<file path="src/rtl/branch_resolve_ctrl_if.sv">
// Bus between ID / forwarding / PC-select and the branch resolve controller.
// The master side drives the branch request and operands; the slave side
// (the controller) returns the stall, the redirect and the statistics.
interface branch_resolve_ctrl_if #(
  parameter int ADDR_W = 32,
  parameter int CNT_W  = 16
);
  logic              br_valid;
  logic              br_beq;
  logic              br_bne;
  logic              br_blez;
  logic [31:0]       op_a;
  logic [31:0]       op_b;
  logic              ops_ready;
  logic [ADDR_W-1:0] br_target;
  logic              clr_cnt;
  logic              stall_id;
  logic              redirect_valid;
  logic [ADDR_W-1:0] redirect_pc;
  logic              flush_if;
  logic [CNT_W-1:0]  cnt_taken;
  logic [CNT_W-1:0]  cnt_not_taken;
  logic              err_timeout;

  modport master (
    output br_valid, br_beq, br_bne, br_blez, op_a, op_b, ops_ready,
           br_target, clr_cnt,
    input  stall_id, redirect_valid, redirect_pc, flush_if,
           cnt_taken, cnt_not_taken, err_timeout
  );

  modport slave (
    input  br_valid, br_beq, br_bne, br_blez, op_a, op_b, ops_ready,
           br_target, clr_cnt,
    output stall_id, redirect_valid, redirect_pc, flush_if,
           cnt_taken, cnt_not_taken, err_timeout
  );
endinterface

</file>
<file path="src/rtl/branch_resolve_ctrl.sv">
// Conditional-branch resolution sequencer for the 5-stage core.
// Accepts beq/bne/blez from ID, stalls until forwarded operands are ready,
// issues a one-cycle PC redirect + IF flush on taken, and keeps saturating
// taken/not-taken counters plus a sticky operand-wait timeout flag.
module branch_resolve_ctrl #(
  parameter int ADDR_W   = 32,
  parameter int CNT_W    = 16,
  parameter int MAX_WAIT = 8
) (
  input  logic                 clk,
  input  logic                 rst_n,
  branch_resolve_ctrl_if.slave bus
);

  typedef enum logic [1:0] {S_IDLE, S_WAIT_OPS, S_REDIRECT} state_t;
  typedef enum logic [1:0] {T_BEQ, T_BNE, T_BLEZ}           br_type_t;

  // Wait counter must be able to hold MAX_WAIT+1.
  localparam int               WAIT_W   = $clog2(MAX_WAIT + 2);
  localparam logic [WAIT_W-1:0] WAIT_SAT = WAIT_W'(MAX_WAIT + 1);
  localparam logic [WAIT_W-1:0] WAIT_HI  = WAIT_W'(MAX_WAIT);

  state_t            r_state;
  br_type_t          r_type;
  logic [ADDR_W-1:0] r_target;
  logic [WAIT_W-1:0] r_wait;
  logic              r_stall;
  logic              r_redir;
  logic [ADDR_W-1:0] r_pc;
  logic [CNT_W-1:0]  r_cnt_t;
  logic [CNT_W-1:0]  r_cnt_nt;
  logic              r_err;

  logic     w_type_valid;
  logic     w_accept;
  logic     w_resolve;
  logic     w_taken;
  logic     w_nt_inc;
  logic     w_timeout;
  br_type_t w_new_type;
  br_type_t w_eval_type;

  assign w_type_valid = bus.br_beq | bus.br_bne | bus.br_blez;
  // Priority beq > bne > blez when several type bits are set.
  assign w_new_type   = bus.br_beq ? T_BEQ : (bus.br_bne ? T_BNE : T_BLEZ);
  // In IDLE the live type is evaluated; while waiting the captured copy is.
  assign w_eval_type  = (r_state == S_IDLE) ? w_new_type : r_type;
  assign w_accept     = (r_state == S_IDLE) & bus.br_valid & w_type_valid;
  assign w_resolve    = bus.ops_ready & (w_accept | (r_state == S_WAIT_OPS));
  assign w_nt_inc     = w_resolve & ~w_taken;
  // The edge that brings the wait counter to MAX_WAIT+1 raises the error.
  assign w_timeout    = (r_state == S_WAIT_OPS) & ~bus.ops_ready & (r_wait >= WAIT_HI);

  // Branch condition on the live forwarded operands.
  always_comb begin
    w_taken = 1'b0;
    case (w_eval_type)
      T_BEQ:   w_taken = (bus.op_a == bus.op_b);
      T_BNE:   w_taken = (bus.op_a != bus.op_b);
      default: w_taken = bus.op_a[31] | (bus.op_a == 32'd0);
    endcase
  end

  // Resolve FSM; stall/redirect/pc are registered alongside the state so
  // they always match the state they decode.
  always_ff @(posedge clk or negedge rst_n) begin
    if (!rst_n) begin
      r_state  <= S_IDLE;
      r_type   <= T_BEQ;
      r_target <= '0;
      r_wait   <= '0;
      r_stall  <= 1'b0;
      r_redir  <= 1'b0;
      r_pc     <= '0;
    end else begin
      r_stall <= 1'b0;
      r_redir <= 1'b0;
      r_pc    <= '0;
      case (r_state)
        S_IDLE: begin
          if (w_accept) begin
            r_type   <= w_new_type;
            r_target <= bus.br_target;
            if (bus.ops_ready) begin
              if (w_taken) begin
                r_state <= S_REDIRECT;
                r_redir <= 1'b1;
                r_pc    <= bus.br_target;
              end
            end else begin
              r_state <= S_WAIT_OPS;
              r_wait  <= WAIT_W'(1);
              r_stall <= 1'b1;
            end
          end
        end
        S_WAIT_OPS: begin
          if (bus.ops_ready) begin
            r_wait <= '0;
            if (w_taken) begin
              r_state <= S_REDIRECT;
              r_redir <= 1'b1;
              r_pc    <= r_target;
            end else begin
              r_state <= S_IDLE;
            end
          end else begin
            r_stall <= 1'b1;
            if (r_wait != WAIT_SAT) r_wait <= r_wait + WAIT_W'(1);
          end
        end
        // One-cycle redirect; anything in ID now is wrong-path.
        default: r_state <= S_IDLE;
      endcase
    end
  end

  // Saturating statistics and sticky timeout; clear beats any increment.
  always_ff @(posedge clk or negedge rst_n) begin
    if (!rst_n) begin
      r_cnt_t  <= '0;
      r_cnt_nt <= '0;
      r_err    <= 1'b0;
    end else if (bus.clr_cnt) begin
      r_cnt_t  <= '0;
      r_cnt_nt <= '0;
      r_err    <= 1'b0;
    end else begin
      if ((r_state == S_REDIRECT) && (r_cnt_t != '1)) r_cnt_t <= r_cnt_t + CNT_W'(1);
      if (w_nt_inc && (r_cnt_nt != '1))               r_cnt_nt <= r_cnt_nt + CNT_W'(1);
      if (w_timeout)                                  r_err <= 1'b1;
    end
  end

  assign bus.stall_id       = r_stall;
  assign bus.redirect_valid = r_redir;
  assign bus.flush_if       = r_redir;
  assign bus.redirect_pc    = r_pc;
  assign bus.cnt_taken      = r_cnt_t;
  assign bus.cnt_not_taken  = r_cnt_nt;
  assign bus.err_timeout    = r_err;

endmodule

</file>
<file path="src/flat_wrapper.sv">
// flat-port wrapper written by rule: the top's interface ports become plain ports
module branch_resolve_ctrl_flat 
#(
  parameter int ADDR_W   = 32,
  parameter int CNT_W    = 16,
  parameter int MAX_WAIT = 8
)
  (clk, rst_n, bus_br_valid, bus_br_beq, bus_br_bne, bus_br_blez, bus_op_a, bus_op_b, bus_ops_ready, bus_br_target, bus_clr_cnt, bus_stall_id, bus_redirect_valid, bus_redirect_pc, bus_flush_if, bus_cnt_taken, bus_cnt_not_taken, bus_err_timeout);
  branch_resolve_ctrl_if #(.ADDR_W(ADDR_W), .CNT_W(CNT_W)) bus_i ();
  input  logic clk;
  input  logic rst_n;
  input wire logic [$bits(bus_i.br_valid)-1:0] bus_br_valid;
  input wire logic [$bits(bus_i.br_beq)-1:0] bus_br_beq;
  input wire logic [$bits(bus_i.br_bne)-1:0] bus_br_bne;
  input wire logic [$bits(bus_i.br_blez)-1:0] bus_br_blez;
  input wire logic [$bits(bus_i.op_a)-1:0] bus_op_a;
  input wire logic [$bits(bus_i.op_b)-1:0] bus_op_b;
  input wire logic [$bits(bus_i.ops_ready)-1:0] bus_ops_ready;
  input wire logic [$bits(bus_i.br_target)-1:0] bus_br_target;
  input wire logic [$bits(bus_i.clr_cnt)-1:0] bus_clr_cnt;
  output wire logic [$bits(bus_i.stall_id)-1:0] bus_stall_id;
  output wire logic [$bits(bus_i.redirect_valid)-1:0] bus_redirect_valid;
  output wire logic [$bits(bus_i.redirect_pc)-1:0] bus_redirect_pc;
  output wire logic [$bits(bus_i.flush_if)-1:0] bus_flush_if;
  output wire logic [$bits(bus_i.cnt_taken)-1:0] bus_cnt_taken;
  output wire logic [$bits(bus_i.cnt_not_taken)-1:0] bus_cnt_not_taken;
  output wire logic [$bits(bus_i.err_timeout)-1:0] bus_err_timeout;
  assign bus_i.br_valid = bus_br_valid;
  assign bus_i.br_beq = bus_br_beq;
  assign bus_i.br_bne = bus_br_bne;
  assign bus_i.br_blez = bus_br_blez;
  assign bus_i.op_a = bus_op_a;
  assign bus_i.op_b = bus_op_b;
  assign bus_i.ops_ready = bus_ops_ready;
  assign bus_i.br_target = bus_br_target;
  assign bus_i.clr_cnt = bus_clr_cnt;
  assign bus_stall_id = bus_i.stall_id;
  assign bus_redirect_valid = bus_i.redirect_valid;
  assign bus_redirect_pc = bus_i.redirect_pc;
  assign bus_flush_if = bus_i.flush_if;
  assign bus_cnt_taken = bus_i.cnt_taken;
  assign bus_cnt_not_taken = bus_i.cnt_not_taken;
  assign bus_err_timeout = bus_i.err_timeout;
  branch_resolve_ctrl #(.ADDR_W(ADDR_W), .CNT_W(CNT_W), .MAX_WAIT(MAX_WAIT)) u_core (.clk(clk), .rst_n(rst_n), .bus(bus_i));
endmodule
</file>
<file path="config.mk">
export PLATFORM = sky130hd
export DESIGN_NAME = branch_resolve_ctrl_flat
export DESIGN_NICKNAME = d
export VERILOG_FILES = /design/src/rtl/branch_resolve_ctrl_if.sv /design/src/rtl/branch_resolve_ctrl.sv /design/src/flat_wrapper.sv
export SDC_FILE = /design/constraint.sdc
export NUM_CORES = 1
export LEC_CHECK = 0
export BUFFER_PORTS_ARGS = -buffer_cell sky130_fd_sc_hd__buf_4
export CAP_MARGIN = 10
export CORE_MARGIN = 2
export CORE_UTILIZATION = 50
export DETAILED_ROUTE_END_ITERATION = 16
export PLACE_DENSITY = 0.89
export SLEW_MARGIN = 40
export SYNTH_ARGS = -nofsm -noshare
export SYNTH_HDL_FRONTEND = slang
export SYNTH_SLANG_ARGS = --single-unit
</file>
<file path="constraint.sdc">
create_clock -name clk -period 2.4 [get_ports clk]
set_input_delay 0.24 -clock clk [delete_from_list [all_inputs] [get_ports clk]]
set_output_delay 0.24 -clock clk [all_outputs]
set_load 0.02 [all_outputs]
</file>
==> metrics.txt <==
# TYPE chip_impl_metric gauge
chip_impl_metric{name="worst_slew_margin_rel",unit="%"} 56.6
chip_impl_metric{name="die_h",unit="um"} 106
chip_impl_metric{name="antenna-diode-count",unit=""} 0
chip_impl_metric{name="detailed_place_hpwl",unit="um"} 10000
chip_impl_metric{name="synth_largest_type_area_fraction",unit="%"} 51.2
chip_impl_metric{name="cp_data_arrival_time",unit="ns"} 2.57
chip_impl_metric{name="total_number_of_vias",unit=""} 4672
chip_impl_info{name="synth.area.top_cells",value="sky130_fd_sc_hd__dfrtp_1 51%, sky130_fd_sc_hd__nand2_1 11%, sky130_fd_sc_hd__xor2_1 6.5%"} 1
chip_impl_metric{name="netlist_area",unit="mm2"} 0.00523
chip_impl_metric{name="io_pins",unit=""} 172
chip_impl_metric{name="fin_skew",unit="ns"} 0.0140
chip_impl_info{name="synth_area_leader_cell",value="sky130_fd_sc_hd__dfrtp_1"} 1
chip_impl_metric{name="required",unit="ns"} 2.65
chip_impl_info{name="worst_path_max_delay_cell",value="sky130_fd_sc_hd__dfrtp_1"} 1
chip_impl_metric{name="die_width",unit="um"} 106
chip_impl_metric{name="route.final.wire_length",unit="um"} 13700
chip_impl_metric{name="routed_via_density",unit=""} 5.45
chip_impl_info{name="setup.worst_path.class",value="register to register"} 1
chip_impl_metric{name="post-route-worst-setup-slack",unit="ns"} 0.0776
chip_impl_metric{name="place.gp.congestion",unit=""} 1.04
chip_impl_info{name="status",value="complete, no violations"} 1
chip_impl_metric{name="die_outline_area",unit="mm2"} 0.0113
chip_impl_metric{name="proportion_of_register_bits_with_asynchronous_set_or_reset_after_synthesis",unit="%"} 100
chip_impl_info{name="nature_of_the_critical_path_endpoint",value="register"} 1
chip_impl_metric{name="cts_inserted_buffers",unit=""} 9
chip_impl_metric{name="drt_first_iter_violations",unit=""} 286
chip_impl_info{name="hold_class",value="input pin to register"} 1
chip_impl_metric{name="route.detailed.drc",unit=""} 0
chip_impl_metric{name="crit_buf_inv",unit=""} 1
chip_impl_metric{name="design_area",unit="mm2"} 0.00693
chip_impl_metric{name="r2r_cells",unit=""} 8
chip_impl_metric{name="whs_path_depth",unit=""} 3
chip_impl_metric{name="peakVddDrop",unit="mV"} 0.392
chip_impl_metric{name="cts_max_path_buffers",unit=""} 2
chip_impl_metric{name="post-place-cells",unit=""} 841
chip_impl_info{name="worstHoldStart",value="bus_br_target[7]"} 1
chip_impl_metric{name="timing_worst_slew_pin_value",unit="ns"} 0.650
chip_impl_metric{name="grt_first_pass_wirelength",unit="um"} 22900
chip_impl_metric{name="count_of_buffers_inserted_at_the_top_level_ports",unit=""} 171
chip_impl_info{name="worstHoldEndpoint",value="u_core.r_target[7]"} 1
chip_impl_metric{name="synthDistinctLibCells",unit=""} 47
chip_impl_info{name="reg2reg_from",value="u_core.bus.cnt_not_taken[6]"} 1
chip_impl_metric{name="p_leak",unit="nW"} 3.38
chip_impl_info{name="regToRegEndpoint",value="u_core.bus.cnt_not_taken[9]"} 1
chip_impl_metric{name="synth_fp_nets",unit=""} 656
chip_impl_info{name="cts_tree",value="done"} 1
chip_impl_metric{name="average_size_of_a_mapped_cell",unit="um2"} 9.56
chip_impl_info{name="cp_cell_sequence",value="and4_1, and3_1, and3_1, nand4_1, o211ai_1, buf_4, nor4_1, mux2_1"} 1
chip_impl_info{name="cp-start-kind",value="register"} 1
chip_impl_metric{name="crit_path_max_fanout",unit=""} 23
chip_impl_metric{name="cap_viol_max_count",unit=""} 0
chip_impl_metric{name="final_max_slew_viol_count",unit=""} 0
chip_impl_metric{name="totalPowerFinal",unit="mW"} 4.02
chip_impl_info{name="postSynth.topFlopCell",value="sky130_fd_sc_hd__dfrtp_1"} 1
chip_impl_metric{name="track_usage",unit="%"} 25.3
chip_impl_metric{name="first_global_vias",unit=""} 4766
chip_impl_metric{name="htreeDepth",unit=""} 3
chip_impl_info{name="critPathMostFrequentCell",value="sky130_fd_sc_hd__and3_1"} 1
chip_impl_metric{name="netlist_instances",unit=""} 547
chip_impl_metric{name="antenna_violating_nets_post_route",unit=""} 0
chip_impl_metric{name="synth_seq_area_share",unit="%"} 51.2
chip_impl_metric{name="postCtsSetupBuffers",unit=""} 0
chip_impl_metric{name="final_layout_size_suffix_gt1_share",unit="%"} 33.4
chip_impl_metric{name="post_dp_cell_area",unit="mm2"} 0.00670
chip_impl_metric{name="synth_enable_flop_cells",unit=""} 0
chip_impl_metric{name="fin_hold_viols",unit=""} 0
chip_impl_metric{name="yosysWarnings",unit=""} 0
chip_impl_info{name="cell_family_with_most_cp_delay",value="simple AND/OR/NAND/NOR gates"} 1
chip_impl_info{name="root_buffer",value="sky130_fd_sc_hd__clkbuf_8"} 1
chip_impl_metric{name="pwr_density",unit="mW/mm2"} 581
chip_impl_metric{name="antenna_violations_before_repair",unit=""} 0
chip_impl_metric{name="fp-row-count",unit=""} 37
chip_impl_info{name="yosys-top-cells-count",value="147 x sky130_fd_sc_hd__nand2_1, 107 x sky130_fd_sc_hd__dfrtp_1, 39 x sky130_fd_sc_hd__xor2_1, 36 x sky130_fd_sc_hd__nor2_1, 30 x sky130_fd_sc_hd__a21oi_2"} 1
chip_impl_metric{name="core-area",unit="mm2"} 0.0102
chip_impl_metric{name="final_cell_count_no_fill",unit=""} 858
chip_impl_metric{name="min_period",unit="ns"} 2.32
chip_impl_metric{name="initial_core_util",unit="%"} 51.1
chip_impl_metric{name="worst_path_largest_cell_delay",unit="ns"} 0.44
chip_impl_metric{name="post-place-ws",unit="ns"} -0.150
chip_impl_info{name="yosys.cell_count.top_type",value="sky130_fd_sc_hd__nand2_1"} 1
chip_impl_metric{name="global_route.overflow_total",unit=""} 0
chip_impl_metric{name="drt_pass1_iterations",unit=""} 5
chip_impl_metric{name="area.growth.synth_to_final",unit="%"} 32.6
chip_impl_metric{name="top_achievable_clock_speed",unit="MHz"} 431
chip_impl_metric{name="finish.net_count",unit=""} 826
chip_impl_metric{name="setup_violations_final",unit=""} 0
chip_impl_metric{name="fin_crit_sh",unit="%"} 96.8
chip_impl_metric{name="ys_seq_elements",unit=""} 107
chip_impl_metric{name="regToRegSetupSlack",unit="ns"} 0.08
chip_impl_metric{name="clk_transition_reported_paths",unit="ns"} 0.11
chip_impl_metric{name="wl_per_cell",unit="um"} 16.0
chip_impl_metric{name="pin_count_of_the_biggest_net_entering_global_routing",unit=""} 60
chip_impl_metric{name="later_pin_clock_latency_in_the_skew_report",unit="ns"} 0.37
chip_impl_metric{name="cts_sinks",unit=""} 107
[worst register-to-register path, cell delays in order (launching register included)]
cell,delay [ns]
sky130_fd_sc_hd__dfrtp_1,0.44
sky130_fd_sc_hd__and4_1,0.23
sky130_fd_sc_hd__and3_1,0.22
sky130_fd_sc_hd__and3_1,0.23
sky130_fd_sc_hd__nand4_1,0.11
sky130_fd_sc_hd__o211ai_1,0.09
sky130_fd_sc_hd__buf_4,0.22
sky130_fd_sc_hd__nor4_1,0.31
sky130_fd_sc_hd__mux2_1,0.36
[per-stage QoR]
step / utilization [%] / TNS [ns] / hold WS (ns)
6_report: 67.7 / 0 / 0.0860
5_1_grt: 67.7 / -0.00274 / 0.0858
4_1_cts: 67.5 / 0 / 0.0657
3_5_place_dp: 65.5 / -0.697 / 0.309
3_3_place_gp: 65.5 / -0.00516 / 0.302
2_1_floorplan: - / 0 / -0.0556
[final cells by class]
type | instances | area [um2]
Clock inverter | 5 | 55.1
Sequential cell | 107 | 2680
Tap cell | 136 | 170
Clock buffer | 11 | 141
Multi-Input combinational cell | 404 | 2420
Timing Repair Buffer | 186 | 1440
Fill cell | 803 | 3300
Inverter | 9 | 33.8
[how the worst max path moves through the flow]
stage / startpoint / to / slack, ns / cells past startpoint
6_report: u_core.bus.cnt_not_taken[6] / u_core.bus.cnt_not_taken[9] / 0.08 / 8
2_1_floorplan: u_core.bus.cnt_not_taken[3] / u_core.bus.cnt_not_taken[9] / 0.11 / 8
5_1_grt: u_core.bus.cnt_not_taken[9] / u_core.bus.cnt_not_taken[4] / -0.003 / 8
3_3_place_gp: bus_op_a[24] / u_core.bus.cnt_not_taken[7] / -0.003 / 9
3_5_place_dp: bus_op_a[24] / u_core.bus.cnt_not_taken[15] / -0.15 / 9
4_1_cts: u_core.r_state[0] / u_core.bus.cnt_not_taken[15] / 0.01 / 7
[cells by family (layout without fill, tap and decap cells)]
logic type	count (synthesis)	after routing	synth area share, %
XOR/XNOR	45	45	7.54
AO/OA/AOI/OAI	74	74	10.5
buffers and inverters	36	211	3.35
flip-flops	107	107	51.2
AND/OR/NAND/NOR	269	269	23.9
adder cells (fa/ha/maj)	5	5	1.20
multiplexers	11	11	2.32
[what timing repair did]
action | CTS | global route
resized for setup | 0 | 4
hold endpoints to repair | 48 | 0
hold buffers | 1 | 0
endpoints found under the setup margin | 0 | 7
[metal layers]
metal  vias up  share of wire, %  track usage [%]  routed length [um]
met5         -                 0                0                   0
met4         0               2.1             8.83                 295
met3        25               6.4             5.21                 876
met2       173                50             42.2                6910
met1      2298                41             33.0                5660
li1       2176                 -                -                   -
[power breakdown]
group / total [mW] / leakage, nW / switching, mW / internal (mW)
clock network: 1.09 / 0.0968 / 0.652 / 0.434
registers: 2.07 / 1.43 / 0.102 / 1.97
logic: 0.866 / 1.85 / 0.514 / 0.353
total: 4.02 / 3.38 / 1.27 / 2.76
[cells in the final DEF, fill, tap and decap left out, types with 5 or more instances in the layout]
cell	instances
sky130_fd_sc_hd__a21oi_1	17
sky130_fd_sc_hd__a21oi_2	30
sky130_fd_sc_hd__buf_4	182
sky130_fd_sc_hd__clkbuf_8	10
sky130_fd_sc_hd__dfrtp_1	107
sky130_fd_sc_hd__ha_1	5
sky130_fd_sc_hd__inv_1	9
sky130_fd_sc_hd__mux2_1	9
sky130_fd_sc_hd__nand2_1	147
sky130_fd_sc_hd__nand3_1	10
sky130_fd_sc_hd__nand4_1	11
sky130_fd_sc_hd__nor2_1	35
sky130_fd_sc_hd__nor2b_1	11
sky130_fd_sc_hd__nor3_1	10
sky130_fd_sc_hd__nor4_1	17
sky130_fd_sc_hd__o21ai_0	6
sky130_fd_sc_hd__o31ai_1	5
sky130_fd_sc_hd__xnor2_1	6
sky130_fd_sc_hd__xor2_1	39
[registers in the layout (all words and copies together) (netlist names), 2 cells and up]
register,count
u_core.bus.cnt_not_taken,16
u_core.bus.cnt_taken,16
u_core.bus.redirect_pc,32
u_core.r_state,2
u_core.r_target,32
u_core.r_type,2
u_core.r_wait,4
No activity file was read; power rests on OpenSTA's default activity.
